**src/rtl/jtframe_prog_fifo.sv**
```systemverilog
// jtframe_prog_fifo: write buffer between the download formatter and the SDRAM
// programming port. Byte-lane writes are optionally merged into full words and
// queued in a small FIFO that is replayed to the SDRAM with a req/ack handshake.
//
// Handshakes:
//   input side  - in_we is a level held by upstream until in_ack; in_ack is a
//                 one-cycle pulse after the capturing edge, and nothing is
//                 captured while in_ack is high.
//   SDRAM side  - sd_we is held with sd_addr/sd_data/sd_mask stable until
//                 sd_ack is seen; sd_we then drops for exactly one cycle.
//                 sd_ack is ignored while sd_we is low.
//
// Optional feature: define JTFRAME_PROG_MERGE_EN to enable the merge register
// that pairs complementary byte lanes to the same address into one write.
module jtframe_prog_fifo #(
    parameter int AW         = 22,
    parameter int DEPTH_LOG2 = 3
) (
    input  logic          clk,
    input  logic          rst,
    input  logic          downloading,
    input  logic [AW-1:0] in_addr,
    input  logic [15:0]   in_data,
    input  logic [1:0]    in_mask,
    input  logic          in_we,
    output logic          in_ack,
    output logic [AW-1:0] sd_addr,
    output logic [15:0]   sd_data,
    output logic [1:0]    sd_mask,
    output logic          sd_we,
    input  logic          sd_ack,
    output logic          busy
);
    localparam int DEPTH = 1 << DEPTH_LOG2;
    localparam int EW    = AW + 18;   // entry = {addr, data, mask}
    localparam logic [DEPTH_LOG2:0] PTR_ONE = (DEPTH_LOG2+1)'(1);
    localparam logic [DEPTH_LOG2:0] PTR_TWO = (DEPTH_LOG2+1)'(2);

    typedef enum logic [1:0] {
        S_IDLE = 2'd0,
        S_REQ  = 2'd1,
        S_GAP  = 2'd2
    } state_t;

    state_t              state, state_nxt;
    logic [EW-1:0]       mem [DEPTH];
    logic [DEPTH_LOG2:0] wr_ptr, rd_ptr, wr_ptr1;
    logic                full, empty, slot_ok, cap, noop, pop, load_out, dl_q;
    logic [1:0]          push_cnt;
    logic [EW-1:0]       in_ent, push_a, push_b, head;

    assign in_ent  = {in_addr, in_data, in_mask};
    assign head    = mem[rd_ptr[DEPTH_LOG2-1:0]];
    assign wr_ptr1 = wr_ptr + PTR_ONE;
    assign empty   = (wr_ptr == rd_ptr);
    assign full    = (wr_ptr[DEPTH_LOG2] != rd_ptr[DEPTH_LOG2]) &&
                     (wr_ptr[DEPTH_LOG2-1:0] == rd_ptr[DEPTH_LOG2-1:0]);
    assign noop    = (in_mask == 2'b11);
    assign cap     = in_we && !in_ack && slot_ok;
    assign pop     = (state == S_REQ) && sd_ack;

    // Previous value of downloading, used to spot the end of the download window
    always_ff @(posedge clk or posedge rst) begin
        if (rst) dl_q <= 1'b0;
        else     dl_q <= downloading;
    end

`ifdef JTFRAME_PROG_MERGE_EN
    // A capture may push the old hold entry and the new word in one edge,
    // so two free entries are needed before accepting anything.
    localparam logic [DEPTH_LOG2:0] USED_MAX2 = (DEPTH_LOG2+1)'(DEPTH - 2);

    logic                hold_v, hold_v_nxt, flush_pend, flush_req;
    logic [EW-1:0]       hold_ent, hold_ent_nxt, merged;
    logic [DEPTH_LOG2:0] used;

    assign used      = wr_ptr - rd_ptr;
    assign slot_ok   = (used <= USED_MAX2);
    assign flush_req = flush_pend || (dl_q && !downloading);
    // Each lane comes from whichever source enables it
    assign merged    = {in_addr,
                        in_mask[1] ? hold_ent[17:10] : in_data[15:8],
                        in_mask[0] ? hold_ent[9:2]   : in_data[7:0],
                        2'b00};

    // Decide what a capture or a flush pushes and what the hold becomes
    always_comb begin
        push_cnt     = 2'd0;
        push_a       = '0;
        push_b       = '0;
        hold_v_nxt   = hold_v;
        hold_ent_nxt = hold_ent;
        if (cap && !noop) begin
            if (in_mask == 2'b00) begin
                if (hold_v) begin
                    push_cnt = 2'd2;
                    push_a   = hold_ent;
                    push_b   = in_ent;
                end else begin
                    push_cnt = 2'd1;
                    push_a   = in_ent;
                end
                hold_v_nxt = 1'b0;
            end else if (!hold_v) begin
                hold_v_nxt   = 1'b1;
                hold_ent_nxt = in_ent;
            end else if (hold_ent[EW-1:18] == in_addr && hold_ent[1:0] == ~in_mask) begin
                push_cnt   = 2'd1;
                push_a     = merged;
                hold_v_nxt = 1'b0;
            end else begin
                push_cnt     = 2'd1;
                push_a       = hold_ent;
                hold_ent_nxt = in_ent;
            end
        end else if (flush_req && hold_v && !full) begin
            push_cnt   = 2'd1;
            push_a     = hold_ent;
            hold_v_nxt = 1'b0;
        end
    end

    // Hold register and the pending-flush flag (kept until the hold is pushed)
    always_ff @(posedge clk or posedge rst) begin
        if (rst) begin
            hold_v     <= 1'b0;
            hold_ent   <= '0;
            flush_pend <= 1'b0;
        end else begin
            hold_v     <= hold_v_nxt;
            hold_ent   <= hold_ent_nxt;
            flush_pend <= flush_req && hold_v_nxt;
        end
    end

    assign busy = hold_v || !empty || sd_we;
`else
    assign slot_ok = !full;

    // Every non-no-op capture pushes the input unchanged
    always_comb begin
        push_cnt = (cap && !noop) ? 2'd1 : 2'd0;
        push_a   = in_ent;
        push_b   = '0;
    end

    // A download write still waiting for a slot also keeps busy high
    assign busy = !empty || sd_we || (dl_q && in_we && !in_ack);
`endif

    // FIFO storage: two write ports into consecutive slots
    always_ff @(posedge clk) begin
        if (push_cnt != 2'd0) mem[wr_ptr[DEPTH_LOG2-1:0]]  <= push_a;
        if (push_cnt == 2'd2) mem[wr_ptr1[DEPTH_LOG2-1:0]] <= push_b;
    end

    // FIFO pointers and the capture acknowledge pulse
    always_ff @(posedge clk or posedge rst) begin
        if (rst) begin
            wr_ptr <= '0;
            rd_ptr <= '0;
            in_ack <= 1'b0;
        end else begin
            if (push_cnt == 2'd2)      wr_ptr <= wr_ptr + PTR_TWO;
            else if (push_cnt == 2'd1) wr_ptr <= wr_ptr + PTR_ONE;
            if (pop) rd_ptr <= rd_ptr + PTR_ONE;
            in_ack <= cap;
        end
    end

    // Output FSM: state register
    always_ff @(posedge clk or posedge rst) begin
        if (rst) state <= S_IDLE;
        else     state <= state_nxt;
    end

    // Output FSM: next state
    always_comb begin
        state_nxt = state;
        case (state)
            S_IDLE:  if (!empty) state_nxt = S_REQ;
            S_REQ:   if (sd_ack) state_nxt = S_GAP;
            S_GAP:   state_nxt = empty ? S_IDLE : S_REQ;
            default: state_nxt = S_IDLE;
        endcase
    end

    // Output FSM: outputs
    always_comb begin
        sd_we    = (state == S_REQ);
        load_out = (state != S_REQ) && (state_nxt == S_REQ);
    end

    // SDRAM-side registers latch the head when a request starts
    always_ff @(posedge clk or posedge rst) begin
        if (rst) begin
            sd_addr <= '0;
            sd_data <= '0;
            sd_mask <= 2'b11;
        end else if (load_out) begin
            {sd_addr, sd_data, sd_mask} <= head;
        end
    end
endmodule

```
**config.mk**
```make
export PLATFORM = sky130hd
export DESIGN_NAME = jtframe_prog_fifo
export DESIGN_NICKNAME = d
export VERILOG_FILES = /design/src/rtl/jtframe_prog_fifo.sv
export SDC_FILE = /design/constraint.sdc
export NUM_CORES = 1
export LEC_CHECK = 0
export BUFFER_PORTS_ARGS = -buffer_cell sky130_fd_sc_hd__buf_2
export CORE_ASPECT_RATIO = 0.5
export CORE_MARGIN = 2
export CORE_UTILIZATION = 40
export CTS_CLUSTER_DIAMETER = 200
export DETAILED_ROUTE_END_ITERATION = 7
export PLACE_DENSITY = 0.61
export SETUP_SLACK_MARGIN = 0.5
export SLEW_MARGIN = 0
export SYNTH_ARGS = -nofsm -noshare
export SYNTH_HDL_FRONTEND = slang
export SYNTH_SLANG_ARGS = --single-unit
```
**constraint.sdc**
```tcl
create_clock -name clk -period 13.4 [get_ports clk]
set_clock_uncertainty 0.05 [all_clocks]
set_input_delay 0.67 -clock clk [delete_from_list [all_inputs] [get_ports clk]]
set_output_delay 0.67 -clock clk [all_outputs]
set_load 0.005 [all_outputs]
```
==> results.txt, run 1 <==
- Result of the run: finished clean
- Of all nets on the critical path, the largest fanout is 39.
- After floorplanning, the core was divided into 48 placement rows.
- In the final layout, flip-flops and latches occupy 0.01092 sq mm.
- Utilization after layout: 46.90%
* Post-synthesis instance total: 651
* Initial antenna violation count: 1
- In this run the register-to-register setup slack is 9.90 ns.
* Hold-fix buffer count after cts: 0
- Of the available clock period, the critical path in the final layout requires 26.08%.
* Drt drc: 0
- The smallest clock period supported by the final layout is computed as 3.495 ns.
- The total overflow left after global routing is 0.
* Area enclosed by the die boundary: 0.03657 sq mm
- The analysis attributes to net switching a power of 970.3 uW.
- For the worst flop-to-flop path, the logic depth is 5.
* Weighted congestion reported at the end of routability-driven placement: 0.7106
* CTS tree: built
- Timing would allow up to 0.2861 GHz.
* Post-Syn Area per Cell: 21.49 sq um
- Areal power density over the cells: 211.9 mW/mm^2
- After the last flow step, the layout net total stands at 801.
- The worst setup path is of the flip-flop to flip-flop kind.
- Number of buffers inserted by post-CTS setup repair: 0
- Detailed Place HPWL: 13800 microns
- Proportion of power drawn by flip-flops and latches: 45.4%
- The count of final hold-check violations was 0.
* Via count of the first global-routing pass: 6675
- IR drop worst, VDD: 0.1092 mV
* Final wirelength: 25800 microns
* Clock-pin slew on the worst setup and hold paths: 0.06 ns
* Worst max-slew margin expressed relative to the limit: 37.15%
- The count of nets left with antenna violations once routing finished came out at 0.
- Cell internal power was estimated by the tool at 2.456 mW.
- Sequential cells were found to cover 78.02% of the synthesized design area.
- Quantity of I/O buffers inserted on ports: 87
* Measured slew at the worst slew-check pin: 0.9427 ns
- Root Driver: sky130_fd_sc_hd__clkbuf_16
- Fraction of power spent switching nets: 28.32%
- Leak Pwr: 5.428 nW
- H-tree levels: 2
- Yosys warnings: 0
- Cells with a size suffix above 1 make up 32.44% of the layout.
- Inserted Clock Buffers: 34
- Per report_power, the combinational group accounts for 25.8% of the total.
- Fill cells in the final layout number 2865.
- Total power for the finished layout comes to 3.426 mW.
- Data arrives at the worst endpoint at 3.59 ns.
- STA classifies the critical path endpoint as a flip-flop.
- Io pins: 88
* Number of instances resized during post-cts repair: 0
- Critical Path RT: 13.49 ns
* Horizontal die dimension: 268.5 microns
- Tightest hold margin: 0.2123 ns
- Synthesis inferred 372 register bits.
* TritonCTS sink count: 372
- In this run the vertical extent of the chip is 136.2 microns.
* Area used by multi-input combinational logic: 0.002927 sq mm
* Clock latency on the worst-skew pair: 0.51 ns
- Largest cells by area after synthesis: sky130_fd_sc_hd__edfxtp_1, sky130_fd_sc_hd__mux4_2, sky130_fd_sc_hd__dfrtp_1, sky130_fd_sc_hd__mux2i_1, sky130_fd_sc_hd__a21oi_1
* Leading cell types in the layout, fill and taps excluded: sky130_fd_sc_hd__edfxtp_1, sky130_fd_sc_hd__buf_2, sky130_fd_sc_hd__mux4_2
- Cell area after synthesis: 0.01399 sq mm
- The first detailed-routing pass ran for 4 iterations.
- Post-Synthesis Net Count: 698
- Post-DR wirelength/cell: 20.54 microns
* Setup slack after layout: 9.905 ns
- From synthesis to final layout, the design area changed by 15.59%.
- Core area: 0.03447 sq mm
- The tool flagged a number of max-cap violations equal to 0.
- Summing over every cut layer, the via total after detailed routing is 6366.
* Initial DRC Count: 518
* Count of pins over their slew limit: 0
- Path category of the worst min-delay check: input pin to flip-flop
* Post-Place Setup Slack: 9.890 ns
- Setup violations remaining at the end of the flow were counted as 0.
* Worst Hold Depth: 1
- Of the post-synthesis cell area, the dominant cell type holds 68.70%.
* Clock network fraction of total power: 28.8%
- Setup repair after global routing left no endpoint under its margin.
* Largest net degree at the start of global routing: 82
* CTS Buffer Depth: 3
- Synth area leader: sky130_fd_sc_hd__edfxtp_1
* DR vias/cell: 5.068
* Most common cell after layout, fill and taps aside: sky130_fd_sc_hd__edfxtp_1
* Total routing usage reported by global routing: 14.65%
* Kind of launch point of the worst setup path: flip-flop
- Global-route wire length before repair: 39590 microns
- The number of different library cells used by synthesis comes to 33.
* Effective utilization at floorplan: 40.57%
- Setup tns final: 0 ns
-- state kept, by name (all words and copies together), names as in the netlist --
name,count
state,2
dl_q,1
sd_data,16
sd_mask,2
mem,320
in_ack,1
sd_addr,22
rd_ptr,4
wr_ptr,4
-- cell families after synthesis --
group | count (synthesis) | share of synthesized area, %
AO/OA/AOI/OAI | 44 | 1.709
XOR/XNOR | 10 | 0.6262
adder cells (fa/ha/maj) | 2 | 0.1789
buffers and inverters | 38 | 1.467
flip-flops | 372 | 78.02
multiplexers | 122 | 15.90
AND/OR/NAND/NOR | 63 | 2.093
-- final timing paths --
| path | endpoint | startpoint |
|---|---|---|
| worst min-delay path | dl_q | downloading |
| worst min register to register | rd_ptr[3] | rd_ptr[3] |
| worst max-delay path | mem[5][17] | rd_ptr[0] |
| max in group asynchronous | rd_ptr[0] | rst |
| worst max register to register | mem[5][17] | rd_ptr[0] |
| min in group asynchronous | sd_addr[4] | rst |
-- final cells by class --
class | instances | share of cell area (%)
Sequential cell | 372 | 67.55
Inverter | 3 | 0.06965
Clock inverter | 15 | 0.9286
Antenna cell | 1 | 0.01548
Timing Repair Buffer | 102 | 3.390
Clock buffer | 47 | 6.268
Multi-Input combinational cell | 241 | 18.10
Tap cell | 475 | 3.676
-- layer usage --
metal / global-route usage, % / share of wire, % / routed length, microns / vias to the layer above
met5: 0 / 0 / 0 / -
met4: 4.167 / 1.7 / 443 / 0
met3: 2.989 / 4.3 / 1111 / 36
met2: 24.96 / 51 / 13250 / 100
met1: 19.27 / 43 / 10990 / 3381
li1: - / - / - / 2849
-- worst max-delay path: stages (launching register included) --
cell and delay [ns]:
sky130_fd_sc_hd__dfrtp_4 0.93, sky130_fd_sc_hd__xnor2_1 0.31, sky130_fd_sc_hd__nand4b_1 0.25, sky130_fd_sc_hd__nand3_1 0.24, sky130_fd_sc_hd__nor3b_2 0.69, sky130_fd_sc_hd__buf_4 0.62
-- power groups by stage --
stage	Combinational, mW	Clock (mW)	Sequential (mW)
floorplan	0.704	0	1.52
global placement	0.898	0	1.58
detailed placement	0.906	0	1.59
CTS	0.909	1.01	1.56
global route	0.976	1.06	1.58
finish	0.883	0.987	1.56
-- Yosys cell counts --
library cell and n:
sky130_fd_sc_hd__clkbuf_1 3, sky130_fd_sc_hd__and2_1 1, sky130_fd_sc_hd__xnor2_1 8, sky130_fd_sc_hd__nor2b_1 1, sky130_fd_sc_hd__nand2b_1 2, sky130_fd_sc_hd__mux4_2 80
sky130_fd_sc_hd__nor2_1 42, sky130_fd_sc_hd__nor3_1 3, sky130_fd_sc_hd__a21o_1 1, sky130_fd_sc_hd__nor4b_1 1, sky130_fd_sc_hd__nor3b_2 1, sky130_fd_sc_hd__nor4_1 1
sky130_fd_sc_hd__edfxtp_1 320, sky130_fd_sc_hd__nand2_2 1, sky130_fd_sc_hd__buf_1 4, sky130_fd_sc_hd__a41oi_2 1, sky130_fd_sc_hd__nand4b_1 1, sky130_fd_sc_hd__a311o_1 1
sky130_fd_sc_hd__ha_1 2, sky130_fd_sc_hd__xor2_1 2, sky130_fd_sc_hd__dfstp_2 2, sky130_fd_sc_hd__dfrtp_1 50, sky130_fd_sc_hd__nand4_1 2, sky130_fd_sc_hd__inv_1 3
sky130_fd_sc_hd__nand2_1 2, sky130_fd_sc_hd__nor3b_1 1, sky130_fd_sc_hd__mux2_2 2, sky130_fd_sc_hd__buf_2 17, sky130_fd_sc_hd__nand3_1 3, sky130_fd_sc_hd__and4b_1 1
sky130_fd_sc_hd__a21oi_1 41, sky130_fd_sc_hd__buf_4 11, sky130_fd_sc_hd__mux2i_1 40
-- through the flow --
stage | area (sq um) | cells
4_1_cts | 16170 | 1255
3_5_place_dp | 15000 | 1193
3_3_place_gp | 15000 | 1193
5_1_grt | 16170 | 1255
2_1_floorplan | 13990 | 651
6_report | 16170 | 1256
Note: power is estimated with default switching activity, not from simulation.
==> inputs of run 2 (changes only) <==
--- a/config.mk
+++ b/config.mk
@@ -5,13 +5,14 @@
 export SDC_FILE = /design/constraint.sdc
 export NUM_CORES = 1
 export LEC_CHECK = 0
+export ABC_AREA = 1
 export BUFFER_PORTS_ARGS = -buffer_cell sky130_fd_sc_hd__buf_2
 export CORE_ASPECT_RATIO = 0.5
 export CORE_MARGIN = 2
 export CORE_UTILIZATION = 40
 export CTS_CLUSTER_DIAMETER = 200
 export DETAILED_ROUTE_END_ITERATION = 7
-export PLACE_DENSITY = 0.61
+export PLACE_DENSITY = 0.63
 export SETUP_SLACK_MARGIN = 0.5
 export SLEW_MARGIN = 0
 export SYNTH_ARGS = -nofsm -noshare
==> constraint.sdc (replaced) <==
create_clock -name clk -period 3 [get_ports clk]
set_clock_uncertainty 0.05 [all_clocks]
set_input_delay 0.15 -clock clk [delete_from_list [all_inputs] [get_ports clk]]
set_output_delay 0.15 -clock clk [all_outputs]
set_load 0.005 [all_outputs]
==> run 2 against run 1 <==
Worst hold slack worse by 0.16 ns. Largest cell class unchanged. Sequential power rose to 4.3 times the previous value. Design area up 7.2%. Area after synthesis up 6.1%. Largest power group unchanged.
==> results.txt, run 2 <==
- The run finished with clean final reports.
- # rows: 49
- After the first detailed-routing iteration, the DRC count stood at 889.
* Share of layout cells above drive strength 1: 13.64%
- After detailed placement, the total cell area comes to 0.01579 sq mm.
- Cell with the most instances after synthesis: sky130_fd_sc_hd__nand2_1
- Largest net degree at the start of global routing: 162
- OpenSTA, run right after detailed placement, puts the worst setup slack at 0.5100 ns.
- Effective utilization at floorplan: 40.98%
- Counting along the longest clock path gives a buffer depth of 3.
- STA puts the critical path data arrival time at 2.40 ns.
- The mapped netlist covers 0.01485 sq mm.
* Inserted Clock Buffers: 35
- Tightest hold margin: 0.05304 ns
* Setup tns final: 0 ns
- For this run, the post-layout net count is 1442.
- Clock tree synthesis found a total of 372 sinks.
* Worst max-slew margin expressed relative to the limit: 32.52%
* Post-Synthesis Net Count: 1322
- Final cell area excluding filler cells: 0.01734 sq mm
- The first global-routing pass estimated 52480 microns of wire.
- Across the VDD grid, the largest voltage drop is 0.6718 mV.
* Sequential cell area: 0.01092 sq mm
* Number of standard cells in the final layout excluding fillers: 1907
- Share of synthesized flip-flops with an asynchronous set or reset: 13.98%
- In this run the worst path has a maximum fanout of 26.
* Largest cells by area after synthesis: sky130_fd_sc_hd__edfxtp_1, sky130_fd_sc_hd__nand2_1, sky130_fd_sc_hd__dfrtp_1, sky130_fd_sc_hd__nand3_1, sky130_fd_sc_hd__o21ai_0
- In the routed design, unresolved DRC markers number 0.
* Count of pins over their slew limit: 0
* Number of max-cap violations: 0
- The critical path is of the flip-flop to flip-flop type.
- Final hold viol count: 0
- Compared with the post-synthesis result, the final layout area differs by 16.77%.
- Most common cell after layout, fill and taps aside: sky130_fd_sc_hd__nand2_1
- After filler insertion, the fill cell instance count of the layout stands at 3134.
- At the pin with the least slew margin, the transition time is 1.012 ns.
- The congestion estimate from routability-driven global placement came to 0.8191.
- CP peak stage delay: 0.59 ns
- After detailed routing, the average wire length per cell comes to 17.66 microns.
- Setup repair after global routing missed its margin: no
* Root Driver: sky130_fd_sc_hd__clkbuf_16
- Max FFs per register: 320
* Cells along the critical path: inv_4, nand2_1, nand2_2, nand4_2, nand3_4, nor2_4, buf_4
- Placed insts: 1799
* Total via count after detailed routing: 9693
- DR vias/cell: 5.083
* Critical Path RT: 3.12 ns
- Max Clock Freq: 0.4380 GHz
* Yosys warnings: 0
* Synth area leader: sky130_fd_sc_hd__edfxtp_1
- Among all flip-flop cells after synthesis, the most frequent one is sky130_fd_sc_hd__edfxtp_1.
- In the synthesized netlist, the number of instances is 1275.
- On the critical path, the stage with the largest delay is an instance of sky130_fd_sc_hd__dfrtp_4.
- Total routing usage reported by global routing: 17.25%
- In this run, synthesis produced a sequential element count of 372.
- The final layout contains routed wiring with a total length of 33670 microns.
- In this run, distinct cell masters in the synthesized netlist total 28.
- Leak Pwr: 6.773 nW
- Subtracting the final worst setup slack from the clock period gives 2.283 ns.
* Leading cell types in the layout, fill and taps excluded: sky130_fd_sc_hd__nand2_1, sky130_fd_sc_hd__edfxtp_1, sky130_fd_sc_hd__nand3_1
* Initial antenna violation count: 1
- Areal power density over the cells: 940.7 mW/mm^2
* GR Overflow Total: 0
* Die Y-Extent: 140.2 microns
* Share of Yosys cell area claimed by the top area cell type: 64.72%
- Io pins: 88
- Horizontal die dimension: 276.5 microns
- Area used by multi-input combinational logic: 0.003546 sq mm
- In this run, synthesis inferred 320 flip-flops with an integrated enable.
- Proportion of synthesized chip area in sequential cells: 73.50%
- Clock latency on the worst-skew pair: 0.52 ns
- After legalization and detailed placement, the total HPWL measured 18970 microns.
* Kind of launch point of the worst setup path: flip-flop
* Quantity of I/O buffers inserted on ports: 87
- Path category of the worst min-delay check: input pin to flip-flop
- First drt pass iteration count: 5
* Most used standard cells in the synthesized netlist: sky130_fd_sc_hd__nand2_1, sky130_fd_sc_hd__edfxtp_1, sky130_fd_sc_hd__nand3_1, sky130_fd_sc_hd__dfrtp_1
* CTS tree: built
- STA classifies the critical path endpoint as a flip-flop.
* Number of failing setup endpoints in the final timing report: 0
- After clock tree synthesis, the clock-pin slew on the worst setup and hold paths is 0.06 ns.
- Core area: 0.03623 sq mm
* Share of the clock period used by the worst path: 76.10%
- H-tree levels: 2
* Post-Syn Area per Cell: 11.64 sq um
- Area enclosed by the die boundary: 0.03877 sq mm
* Via count of the first global-routing pass: 9513
- Final antenna-violating net count: 0
- Setup slack after layout: 0.7171 ns
-- run 2: layout make-up --
| type | count | share of cell area, % |
|---|---|---|
| diodes | 1 | 0.01443 |
| clock buffers | 51 | 5.521 |
| clock inverters | 13 | 0.8877 |
| inverters | 16 | 0.3609 |
| multi-input cells | 815 | 20.45 |
| flip-flops and latches | 372 | 62.98 |
| well taps | 484 | 3.493 |
| repair buffers | 155 | 6.293 |
-- run 2: path summary, 6_finish.rpt --
kind,start,endpoint,slack [ns],cells past startpoint
min,in_we,in_ack,0.05,6
max in group asynchronous,rst,sd_data[1],1.71,4
max,rd_ptr[0],mem[0][22],0.72,7
min reg2reg,sd_data[7],sd_data[7],0.42,2
max reg2reg,rd_ptr[0],mem[0][22],0.72,7
min in group asynchronous,rst,sd_addr[10],0.37,3
-- run 2: repair_timing --
item / CTS / global route
setup buffers: 0 / 0
hold endpoints to repair: 358 / 0
hold buffers: 43 / 0
setup endpoints to repair: 20 / 0
resized for setup: 1 / 0
-- run 2: kinds of logic (layout without fill, tap and decap cells) --
| group | count (synthesis) | count (layout) | share of synthesized area, % |
|---|---|---|---|
| simple gates | 760 | 760 | 21.30 |
| fa+ha+maj | 2 | 2 | 0.1685 |
| buf+inv | 88 | 235 | 3.068 |
| xor+xnor | 7 | 7 | 0.4130 |
| compound gates | 46 | 46 | 1.551 |
| flops | 372 | 372 | 73.50 |
| other cells | 0 | 1 | 0 |
-- run 2: critical path: cells and delay by family (launching register included) --
family                 cells  cell delay, ns
AND/OR/NAND/NOR            5            0.79
flip-flops                 1            0.59
buffers and inverters      2            0.48
-- run 2: through the flow --
stage / utilization (%) / total power, mW
floorplan: - / 10.46
global placement: 43.57 / 11.88
detailed placement: 43.57 / 12.03
CTS: 47.84 / 16.40
global route: 47.85 / 17.29
finish: 47.85 / 16.31
-- run 2: routing by layer --
metal,part of all wire [%],GRT usage [%],vias up,routed length (microns)
met5,0,0,-,0
met2,46,27.58,297,15600
met3,5.7,2.886,48,1910
met1,46,24.37,4755,15520
li1,-,-,4593,-
met4,1.9,5.292,0,650
-- run 2: report_power, final --
part           internal [mW]  total (mW)  switching [mW]
combinational           1.60        5.27            3.67
sequential              6.35        6.71           0.361
clock                   2.49        4.33            1.84
total                   10.4        16.3            5.87
